### src/rtl/mem_port_arbiter_pkg.sv
// Shared types for the unified-memory port arbiter: FSM state and grant encodings.
package mem_port_arbiter_pkg;

  typedef enum logic [1:0] {
    StIdle  = 2'd0,
    StBusyD = 2'd1,
    StBusyI = 2'd2
  } state_e;

  typedef enum logic [1:0] {
    GntNone  = 2'd0,
    GntData  = 2'd1,
    GntInstr = 2'd2
  } grant_e;

  function automatic logic is_busy(state_e st);
    return (st == StBusyD) || (st == StBusyI);
  endfunction

endpackage

### src/rtl/mem_port_arbiter_if.sv
// Pipeline-side and memory-side signals of the arbiter, bundled as one interface.
interface mem_port_arbiter_if #(
  parameter int unsigned XLEN = 32
);
  logic            IReqF;
  logic [XLEN-1:0] PCF;
  logic            StallFHaz;
  logic            DReqM;
  logic            DWeM;
  logic [XLEN-1:0] ALUResultM;
  logic [XLEN-1:0] WriteDataM;
  logic            MemReq;
  logic            MemWe;
  logic [XLEN-1:0] MemAddr;
  logic [XLEN-1:0] MemWData;
  logic [XLEN-1:0] MemRData;
  logic            MemReady;
  logic [XLEN-1:0] InstrF;
  logic [XLEN-1:0] ReadDataM;
  logic            StallMem;
  logic            MemErr;

  // Arbiter view.
  modport slave (
    input  IReqF, PCF, StallFHaz, DReqM, DWeM, ALUResultM, WriteDataM, MemRData, MemReady,
    output MemReq, MemWe, MemAddr, MemWData, InstrF, ReadDataM, StallMem, MemErr
  );

  // Pipeline plus memory view.
  modport master (
    output IReqF, PCF, StallFHaz, DReqM, DWeM, ALUResultM, WriteDataM, MemRData, MemReady,
    input  MemReq, MemWe, MemAddr, MemWData, InstrF, ReadDataM, StallMem, MemErr
  );
endinterface

### src/rtl/mem_port_arbiter_timer.sv
// Per-access wait counter with a sticky timeout flag for hung memory.
module mem_port_arbiter_timer #(
  parameter int unsigned MaxWait = 15,
  parameter int unsigned WaitW   = 4
) (
  input  logic clk_i,
  input  logic rst_i,
  input  logic clr_i,
  input  logic en_i,
  input  logic ready_i,
  output logic err_o
);

  logic [WaitW-1:0] cnt_q, cnt_d;
  logic             err_q, err_d;
  logic             at_max;

  always_comb begin
    at_max = (cnt_q == WaitW'(MaxWait));
    cnt_d  = cnt_q;
    if (clr_i) begin
      cnt_d = '0;
    end else if (en_i && !at_max) begin
      // Saturate so a very long wait never wraps back below the limit.
      cnt_d = cnt_q + 1'b1;
    end
    err_d = err_q | (en_i & ~ready_i & at_max);
  end

  always_ff @(posedge clk_i or posedge rst_i) begin
    if (rst_i) begin
      cnt_q <= '0;
      err_q <= 1'b0;
    end else begin
      cnt_q <= cnt_d;
      err_q <= err_d;
    end
  end

  assign err_o = err_q;

endmodule

### src/rtl/mem_port_arbiter.sv
// Shares one single-port memory between IF fetch and MEM load/store; data wins, fetch follows.
module mem_port_arbiter
  import mem_port_arbiter_pkg::*;
#(
  parameter int unsigned XLEN     = 32,
  parameter int unsigned MAX_WAIT = 15,
  parameter int unsigned WAIT_W   = 4
) (
  input logic               clk,
  input logic               reset,
  mem_port_arbiter_if.slave bus
);

  state_e          state_q, state_d;
  logic            d_done_q, d_done_d;
  logic            i_done_q, i_done_d;
  logic [XLEN-1:0] instr_q, instr_d;
  logic [XLEN-1:0] data_q, data_d;
  logic [XLEN-1:0] addr_q, addr_d;
  logic [XLEN-1:0] wdata_q, wdata_d;
  logic            we_q, we_d;

  grant_e          gnt;
  logic            pend_d, pend_i;
  logic            issue, complete, d_cpl, i_cpl, load_cpl, stall;
  logic            mem_req, mem_we;
  logic [XLEN-1:0] mem_addr, mem_wdata;
  logic            mem_err;

  always_comb begin
    pend_d    = bus.DReqM & ~d_done_q;
    pend_i    = bus.IReqF & ~i_done_q;
    gnt       = GntNone;
    mem_req   = 1'b0;
    mem_we    = 1'b0;
    mem_addr  = '0;
    mem_wdata = '0;
    issue     = 1'b0;
    state_d   = state_q;
    addr_d    = addr_q;
    we_d      = we_q;
    wdata_d   = wdata_q;

    // Under reset the port is silent and any in-flight access is dropped.
    if (!reset) begin
      case (state_q)
        StIdle: begin
          if (pend_d) begin
            gnt       = GntData;
            mem_req   = 1'b1;
            mem_we    = bus.DWeM;
            mem_addr  = bus.ALUResultM;
            mem_wdata = bus.WriteDataM;
          end else if (pend_i) begin
            gnt      = GntInstr;
            mem_req  = 1'b1;
            mem_addr = bus.PCF;
          end
          if (mem_req) begin
            issue   = 1'b1;
            addr_d  = mem_addr;
            we_d    = mem_we;
            wdata_d = mem_wdata;
            if (!bus.MemReady) begin
              state_d = (gnt == GntData) ? StBusyD : StBusyI;
            end
          end
        end
        StBusyD, StBusyI: begin
          gnt       = (state_q == StBusyD) ? GntData : GntInstr;
          mem_req   = 1'b1;
          mem_we    = we_q;
          mem_addr  = addr_q;
          mem_wdata = wdata_q;
          if (bus.MemReady) begin
            state_d = StIdle;
          end
        end
        default: state_d = StIdle;
      endcase
    end

    complete = mem_req & bus.MemReady;
    d_cpl    = complete & (gnt == GntData);
    i_cpl    = complete & (gnt == GntInstr);
    load_cpl = d_cpl & ~mem_we;

    stall = ~reset & ((bus.DReqM & ~(d_done_q | d_cpl)) | (bus.IReqF & ~(i_done_q | i_cpl)));

    // Done flags survive only while the pipeline is frozen; fetch also waits out StallFHaz.
    d_done_d = stall ? (d_done_q | d_cpl) : 1'b0;
    i_done_d = (!stall && !bus.StallFHaz) ? 1'b0 : (i_done_q | i_cpl);

    data_d  = load_cpl ? bus.MemRData : data_q;
    instr_d = i_cpl ? bus.MemRData : instr_q;
  end

  always_ff @(posedge clk or posedge reset) begin
    if (reset) begin
      state_q  <= StIdle;
      d_done_q <= 1'b0;
      i_done_q <= 1'b0;
      instr_q  <= '0;
      data_q   <= '0;
      addr_q   <= '0;
      we_q     <= 1'b0;
      wdata_q  <= '0;
    end else begin
      state_q  <= state_d;
      d_done_q <= d_done_d;
      i_done_q <= i_done_d;
      instr_q  <= instr_d;
      data_q   <= data_d;
      addr_q   <= addr_d;
      we_q     <= we_d;
      wdata_q  <= wdata_d;
    end
  end

  mem_port_arbiter_timer #(
    .MaxWait(MAX_WAIT),
    .WaitW  (WAIT_W)
  ) u_timer (
    .clk_i  (clk),
    .rst_i  (reset),
    .clr_i  (issue | complete),
    .en_i   (is_busy(state_q)),
    .ready_i(bus.MemReady),
    .err_o  (mem_err)
  );

  assign bus.MemReq    = mem_req;
  assign bus.MemWe     = mem_we;
  assign bus.MemAddr   = mem_addr;
  assign bus.MemWData  = mem_wdata;
  assign bus.InstrF    = i_cpl ? bus.MemRData : instr_q;
  assign bus.ReadDataM = load_cpl ? bus.MemRData : data_q;
  assign bus.StallMem  = stall;
  assign bus.MemErr    = mem_err;

endmodule
### src/flat_wrapper.sv
// flat-port wrapper written by rule: the top's interface ports become plain ports
module mem_port_arbiter_flat import mem_port_arbiter_pkg::*;
#(
  parameter int unsigned XLEN     = 32,
  parameter int unsigned MAX_WAIT = 15,
  parameter int unsigned WAIT_W   = 4
)
  (clk, reset, bus_IReqF, bus_PCF, bus_StallFHaz, bus_DReqM, bus_DWeM, bus_ALUResultM, bus_WriteDataM, bus_MemRData, bus_MemReady, bus_MemReq, bus_MemWe, bus_MemAddr, bus_MemWData, bus_InstrF, bus_ReadDataM, bus_StallMem, bus_MemErr);
  mem_port_arbiter_if #(.XLEN(XLEN)) bus_i ();
  input logic clk;
  input logic reset;
  input wire logic [$bits(bus_i.IReqF)-1:0] bus_IReqF;
  input wire logic [$bits(bus_i.PCF)-1:0] bus_PCF;
  input wire logic [$bits(bus_i.StallFHaz)-1:0] bus_StallFHaz;
  input wire logic [$bits(bus_i.DReqM)-1:0] bus_DReqM;
  input wire logic [$bits(bus_i.DWeM)-1:0] bus_DWeM;
  input wire logic [$bits(bus_i.ALUResultM)-1:0] bus_ALUResultM;
  input wire logic [$bits(bus_i.WriteDataM)-1:0] bus_WriteDataM;
  input wire logic [$bits(bus_i.MemRData)-1:0] bus_MemRData;
  input wire logic [$bits(bus_i.MemReady)-1:0] bus_MemReady;
  output wire logic [$bits(bus_i.MemReq)-1:0] bus_MemReq;
  output wire logic [$bits(bus_i.MemWe)-1:0] bus_MemWe;
  output wire logic [$bits(bus_i.MemAddr)-1:0] bus_MemAddr;
  output wire logic [$bits(bus_i.MemWData)-1:0] bus_MemWData;
  output wire logic [$bits(bus_i.InstrF)-1:0] bus_InstrF;
  output wire logic [$bits(bus_i.ReadDataM)-1:0] bus_ReadDataM;
  output wire logic [$bits(bus_i.StallMem)-1:0] bus_StallMem;
  output wire logic [$bits(bus_i.MemErr)-1:0] bus_MemErr;
  assign bus_i.IReqF = bus_IReqF;
  assign bus_i.PCF = bus_PCF;
  assign bus_i.StallFHaz = bus_StallFHaz;
  assign bus_i.DReqM = bus_DReqM;
  assign bus_i.DWeM = bus_DWeM;
  assign bus_i.ALUResultM = bus_ALUResultM;
  assign bus_i.WriteDataM = bus_WriteDataM;
  assign bus_i.MemRData = bus_MemRData;
  assign bus_i.MemReady = bus_MemReady;
  assign bus_MemReq = bus_i.MemReq;
  assign bus_MemWe = bus_i.MemWe;
  assign bus_MemAddr = bus_i.MemAddr;
  assign bus_MemWData = bus_i.MemWData;
  assign bus_InstrF = bus_i.InstrF;
  assign bus_ReadDataM = bus_i.ReadDataM;
  assign bus_StallMem = bus_i.StallMem;
  assign bus_MemErr = bus_i.MemErr;
  mem_port_arbiter #(.XLEN(XLEN), .MAX_WAIT(MAX_WAIT), .WAIT_W(WAIT_W)) u_core (.clk(clk), .reset(reset), .bus(bus_i));
endmodule
### config.mk
export PLATFORM = sky130hd
export DESIGN_NAME = mem_port_arbiter_flat
export DESIGN_NICKNAME = d
export VERILOG_FILES = /design/src/rtl/mem_port_arbiter_pkg.sv /design/src/rtl/mem_port_arbiter_if.sv /design/src/rtl/mem_port_arbiter_timer.sv /design/src/rtl/mem_port_arbiter.sv /design/src/flat_wrapper.sv
export SDC_FILE = /design/constraint.sdc
export NUM_CORES = 1
export LEC_CHECK = 0
export ABC_AREA = 1
export BUFFER_PORTS_ARGS = -buffer_cell sky130_fd_sc_hd__buf_2
export CORE_MARGIN = 10
export CORE_UTILIZATION = 49
export DETAILED_ROUTE_END_ITERATION = 7
export HOLD_SLACK_MARGIN = 0.05
export MAX_ROUTING_LAYER = met4
export PLACE_DENSITY = 0.8
export SLEW_MARGIN = 5
export SYNTH_ARGS = -nofsm -noshare
export SYNTH_HDL_FRONTEND = slang
export SYNTH_SLANG_ARGS = --single-unit
### constraint.sdc
create_clock -name clk -period 8.21 [get_ports clk]
set_input_delay 1.642 -clock clk [delete_from_list [all_inputs] [get_ports clk]]
set_output_delay 1.642 -clock clk [all_outputs]
set_load 0.01 [all_outputs]
==> reports/results.ini, run 1 <==
[logic_synthesis]
ys_seq_elements = 138
syn_inst = 853
synth_area_um2 = 6880
ys_async_sr_fraction_pct = 100
yosys-top-cells-area = dfrtp_1, nand2_1, a21oi_1
synth.avg_cell_area_um2 = 8.06
synth.largest_area_cell = dfrtp_1
yosys.area.top_type_share_pct = 50.2
synthDistinctLibCells = 30
synth-warning-count = 0
ys_seq_area_share_pct = 50.2
synth_edf_count = 0
synthFlopType = dfrtp_1
synth_nets = 991

[pwr]
p_per_area_nw_per_um2 = 378
leakagePower_uw = 0.00447
swShare_pct = 39.4
p_sw_uw = 1310
seqPwrFrac_pct = 34.2
clock_power_share_pct = 24.6
peakVddDrop_v = 0.000206
combinationalPowerShare_pct = 41.2
p_int_uw = 2020

[setup_path]
r2r-end = u_core.instr_q[0]$_DFF_PP0_
crit_family = simple AND/OR/NAND/NOR gates
max_stage_delay_ns = 0.90
r2r_start = u_core.state_q[1]$_DFFE_PP0P_
arrival_ns = 4.51
cp_num_buf_inv = 4
path_class = in2out
cp_slowest_cell = nor2_4
path_cells = buf_2, inv_1, nor2_4, nand3_1, nand2_1, nand2_1, nor2_4, buf_4, nor2_1, a21oi_1, buf_2
worstPathMaxFanout = 46
endpoint_kind = output port
crit_required_ns = 6.57
critPathLaunchType = input pin
r2r_slack_ns = 4.94
rr_worst_depth = 9

[run]
max-cap-violations = 0

[placed_design]
gp_congestion = 0.875
place_ws_ns = 2.09
hpwl_um = 14600
port_buffers = 266

[drt]
drtIter0Drc = 489
ant_nets = 0
via_count = 6657
routed_wl_um = 20600
drc = 0
vias_per_cell = 5.22
dr.pass1.iters = 5
wl_per_cell_um = 16.2

[sta]
tns_ns = 0
setup_slack_ns = 2.06
hold_ws_ns = 0.487
period_share_pct = 74.9
finalHoldViolCount = 0
slew_headroom_pct = 22.6
fmax_ghz = 0.163
tightest_slew_ns = 1.16
slew_viol_final = 0
rsz0062_at_grt = false
period_minus_slack_ns = 6.15
setup_violations = 0
clock_skew_ns = 0.00894

[hold_path]
hp-class = reg2reg
holdPathEnd = u_core.u_timer.err_o$_DFF_PP0_
worstHoldStart = u_core.u_timer.err_o$_DFF_PP0_
hold_depth = 1

[clock_network]
cts_buffer_depth = 2
worstSkewPairLatency_ns = 0.41
clkTransAtPathRegs_ns = 0.06
cts_resized = 0
clock-sinks = 138
post_cts.repair.setup_buffers = 0
numCtsBuffers = 17
hold_buffers = 0
h-tree-depth = 4
cts_tree = built
cts_root_buf = clkbuf_16

[cells_and_area]
utilization_pct = 63.6
drive_gt1_share_pct = 31.8
final_nets = 1219
final.fill_count = 1268
final_common_cell = buf_2
area_delta_synth_final_pct = 27.8
final_cell_mix = buf_2, nand2_1, dfrtp_1

[floorplan]
core-area_um2 = 13800
start_util_pct = 49.8
die_width_um = 138
rows = 43
die-area_um2 = 19200
dieHeight_um = 138
io-pin-count = 267

[global_routing]
track_usage_pct = 21.4
grt_overflow_total = 0
grt_pass1_wl_um = 33100
antenna_found_initial = 2
grt_max_degree = 99
grt_pass1_vias = 6522

[outcome]
status = completed

## flip-flops by register name (all words and copies together), names as in the netlist
signal	cells
u_core.u_timer.cnt_q	4
u_core.wdata_q	32
u_core.instr_q	32
u_core.data_q	32
u_core.u_timer.err_o	1
u_core.addr_q	32
u_core.d_done_q	1
u_core.i_done_q	1
u_core.we_q	1
u_core.state_q	2
## power by group through the flow
stage	clock, uW	combinational [uW]	sequential (uW)
5_1_grt	862	1540	1170
3_3_place_gp	0	1360	1130
3_5_place_dp	0	1390	1140
6_report	817	1370	1140
2_1_floorplan	0	922	1110
4_1_cts	832	1390	1140
## routing by layer
| layer | vias up | track usage (%) | share of wire (%) |
|---|---|---|---|
| li1 | 3301 | - | - |
| met1 | 3041 | 26.6 | 43 |
| met2 | 282 | 33.2 | 47 |
| met3 | 33 | 4.93 | 6.9 |
| met4 | 0 | 8.60 | 2.4 |
| met5 | - | - | 0 |
## stage by stage
step / total power, uW / area [um2] / instances
after floorplan: 2030 / 6880 / 853
after global placement: 2490 / 8150 / 1242
after detailed placement: 2530 / 8150 / 1242
after CTS: 3360 / 8780 / 1274
after global routing: 3580 / 8790 / 1276
final: 3330 / 8790 / 1276
## area by class of cell
class | count | area, um2 | share of cell area, %
Clock inverter | 13 | 190 | 2.16
Multi-Input combinational cell | 603 | 2910 | 33.1
Antenna cell | 2 | 5.00 | 0.0569
Timing Repair Buffer | 272 | 1380 | 15.7
Clock buffer | 19 | 443 | 5.04
Inverter | 49 | 189 | 2.15
Sequential cell | 138 | 3450 | 39.3
Tap cell | 180 | 225 | 2.56
## worst reg2reg max path, cell delays in order, from the launching register on
cell	delay (ns)
dfrtp_1	0.40
inv_1	0.09
ha_2	0.71
nand3_1	0.16
nand2_1	0.14
nand2_1	0.11
nor2_4	0.90
buf_4	0.46
nor2_1	0.09
a21oi_1	0.15
## how the worst max path moves through the flow
stage / start / to / slack [ns] / cells after the start
floorplan: reset / bus_ReadDataM[10] / 0.91 / 6
global placement: bus_IReqF / bus_InstrF[0] / 2.16 / 11
detailed placement: bus_IReqF / bus_InstrF[0] / 2.09 / 11
CTS: bus_IReqF / bus_InstrF[0] / 2.08 / 11
global route: bus_IReqF / bus_InstrF[31] / 1.75 / 11
finish: bus_IReqF / bus_InstrF[0] / 2.06 / 11
## cell usage after synthesis, types with 2 or more instances
library cell	n
a21oi_1	115
a21oi_2	18
a31oi_1	32
buf_1	5
buf_2	15
buf_4	3
buf_6	10
clkbuf_1	30
dfrtp_1	138
ha_1	3
inv_1	45
inv_2	4
nand2_1	181
nand2_4	2
nand3_1	68
nor2_1	92
nor2_2	11
nor2_4	2
o21ai_0	34
o21ai_1	33
o21bai_1	2
xor2_1	2
## kinds of logic after synthesis
family,Yosys count,share of synthesized area (%)
simple gates,360,22.1
compound gates,238,19.2
flops,138,50.2
buf+inv,112,7.64
fa+ha+maj,3,0.546
xor+xnor,2,0.255
Note: power is estimated with default switching activity, not from simulation.
==> run 2, diff against run 1 <==
==> constraint.sdc (replaced) <==
create_clock -name clk -period 5.95 [get_ports clk]
set_input_delay 1.19 -clock clk [delete_from_list [all_inputs] [get_ports clk]]
set_output_delay 1.19 -clock clk [all_outputs]
set_load 0.01 [all_outputs]
==> run 2 against run 1 <==
Clock power up 31%. Power is 37% higher. Non-clock buffer count up 3. Die area is the same. Worst setup slack got worse by 0.89 ns. Clock skew shrank 0.0028 ns. Combinational power up 39%. Sequential cell count unchanged.
==> reports/results.ini, run 2 (synthesis gave the netlist of run 1 again) <==
[cells_and_area]
final.fill_count = 1211
multi_input_area_um2 = 2910
final_cell_mix = buf_2, nand2_1, dfrtp_1
final_common_cell = buf_2
final-seq-area_um2 = 3450
area_delta_synth_final_pct = 27.8
drive_gt1_share_pct = 32.1
final_nets = 1222

[run]
max-cap-violations = 0

[clock_network]
post_cts.repair.setup_buffers = 0
cts_buffer_depth = 2
cts_resized = 0
cts_tree = built
hold_buffers = 0
worstSkewPairLatency_ns = 0.42
clock-sinks = 138
numCtsBuffers = 17
clkTransAtPathRegs_ns = 0.06
cts_root_buf = clkbuf_16
h-tree-depth = 4

[sta]
finalHoldViolCount = 0
slew_headroom_pct = 34.2
tns_ns = 0
period_minus_slack_ns = 4.78
clock_skew_ns = 0.00612
fmax_ghz = 0.209
slew_viol_final = 0
rsz0062_at_grt = false
setup_violations = 0
period_share_pct = 80.4
hold_ws_ns = 0.484
tightest_slew_ns = 0.985

[outcome]
status = completed

[drt]
routed_wl_um = 21000
wl_per_cell_um = 16.4
drtIter0Drc = 488
drc = 0
vias_per_cell = 5.27
dr.pass1.iters = 6
ant_nets = 0
via_count = 6733

[setup_path]
worstPathMaxFanout = 64
rr_worst_depth = 7
endpoint_kind = output port
path_common_cell = o21ai_1
max_stage_delay_ns = 0.65
cp_num_buf_inv = 3
path_class = reg2out
worst-path-stages = 8
crit_family = buffers and inverters
crit_required_ns = 4.76
path_cells = inv_1, ha_2, inv_2, o21ai_1, nand2_1, nand4_4, o21ai_1, buf_2
cp_slowest_cell = nand4_4
critPathLaunchType = flop
arrival_ns = 3.59

[floorplan]
rows = 43
dieHeight_um = 138
die-area_um2 = 19200
die_width_um = 138
start_util_pct = 49.8
io-pin-count = 267
core-area_um2 = 13800

[pwr]
p_per_area_nw_per_um2 = 518
leakagePower_uw = 0.00446
peakVddDrop_v = 0.000334

[global_routing]
antenna_found_initial = 1
track_usage_pct = 22.0
grt_pass1_vias = 6776
grt_pass1_wl_um = 34100
grt_max_degree = 99
grt_overflow_total = 0

[placed_design]
gp_congestion = 0.850
hpwl_um = 14800
port_buffers = 266

[hold_path]
hp-class = reg2reg
hold_depth = 2

## run 2: cell count changes in the layout (fill, tap and decap cells not counted), sizes merged
| cell | delta |
|---|---|
| buf | +3 |
| bufinv | -2 |
| clkbuf | -1 |
| clkinv | -1 |
| clkinvlp | +3 |
| diode | -1 |
| inv | +1 |
## run 2: metrics by stage
| step | util [%] | area (um2) | std cells | total power (uW) | setup WS [ns] |
|---|---|---|---|---|---|
| detailed placement | 59.2 | 8190 | 1245 | 3500 | 1.36 |
| global route | 63.6 | 8790 | 1278 | 4890 | 0.826 |
| finish | 63.6 | 8790 | 1278 | 4550 | 1.17 |
| CTS | 63.6 | 8790 | 1277 | 4590 | 1.15 |
| floorplan | - | 6880 | 853 | 2800 | 0.682 |
| global placement | 59.2 | 8190 | 1245 | 3450 | 1.43 |
## run 2: worst reg2reg max path, delay by kind of cell (launching register included)
| kind | cells | cell delay (ns) |
|---|---|---|
| buffers and inverters | 2 | 0.69 |
| AND/OR/NAND/NOR | 2 | 0.80 |
| adder cells (fa/ha/maj) | 1 | 0.44 |
| AO/OA/AOI/OAI | 2 | 0.68 |
| flip-flops | 1 | 0.37 |
## run 2: worst paths after layout
check                                                    from                       endpoint  slack, ns
worst max-delay path            u_core.state_q[0]$_DFFE_PP0P_               bus_ReadDataM[6]       1.17
worst min-delay path            u_core.wdata_q[8]$_DFFE_PP0P_  u_core.wdata_q[8]$_DFFE_PP0P_       0.48
worst max register to register  u_core.state_q[0]$_DFFE_PP0P_     u_core.data_q[6]$_DFF_PP0_       2.85
worst min register to register  u_core.wdata_q[8]$_DFFE_PP0P_  u_core.wdata_q[8]$_DFFE_PP0P_       0.48
max in group asynchronous                               reset  u_core.addr_q[31]$_DFFE_PP0P_       3.36
min in group asynchronous                               reset  u_core.state_q[0]$_DFFE_PP0P_       1.05
## run 2: report_power, final
group	switching (uW)	total [uW]	internal [uW]
Clock	436	1070	638
Combinational	1210	1910	691
Sequential	195	1570	1380
## run 2: final cells by class
class	count	share of cell area, %
repair buffers	275	16.1
flip-flops and latches	138	39.3
clock inverters	14	1.86
inverters	49	2.13
multi-input cells	603	33.1
diodes	1	0.0285
clock buffers	18	5.00
well taps	180	2.56
## run 2: routing by layer
metal | vias to the layer above | share of wire, % | global-route usage (%) | routed length, um
met5 | - | 0 | - | 0
met4 | 0 | 2.9 | 9.21 | 605
met3 | 45 | 7.1 | 5.72 | 1490
met2 | 294 | 46 | 33.1 | 9710
met1 | 3093 | 44 | 27.7 | 9210
li1 | 3301 | - | - | -
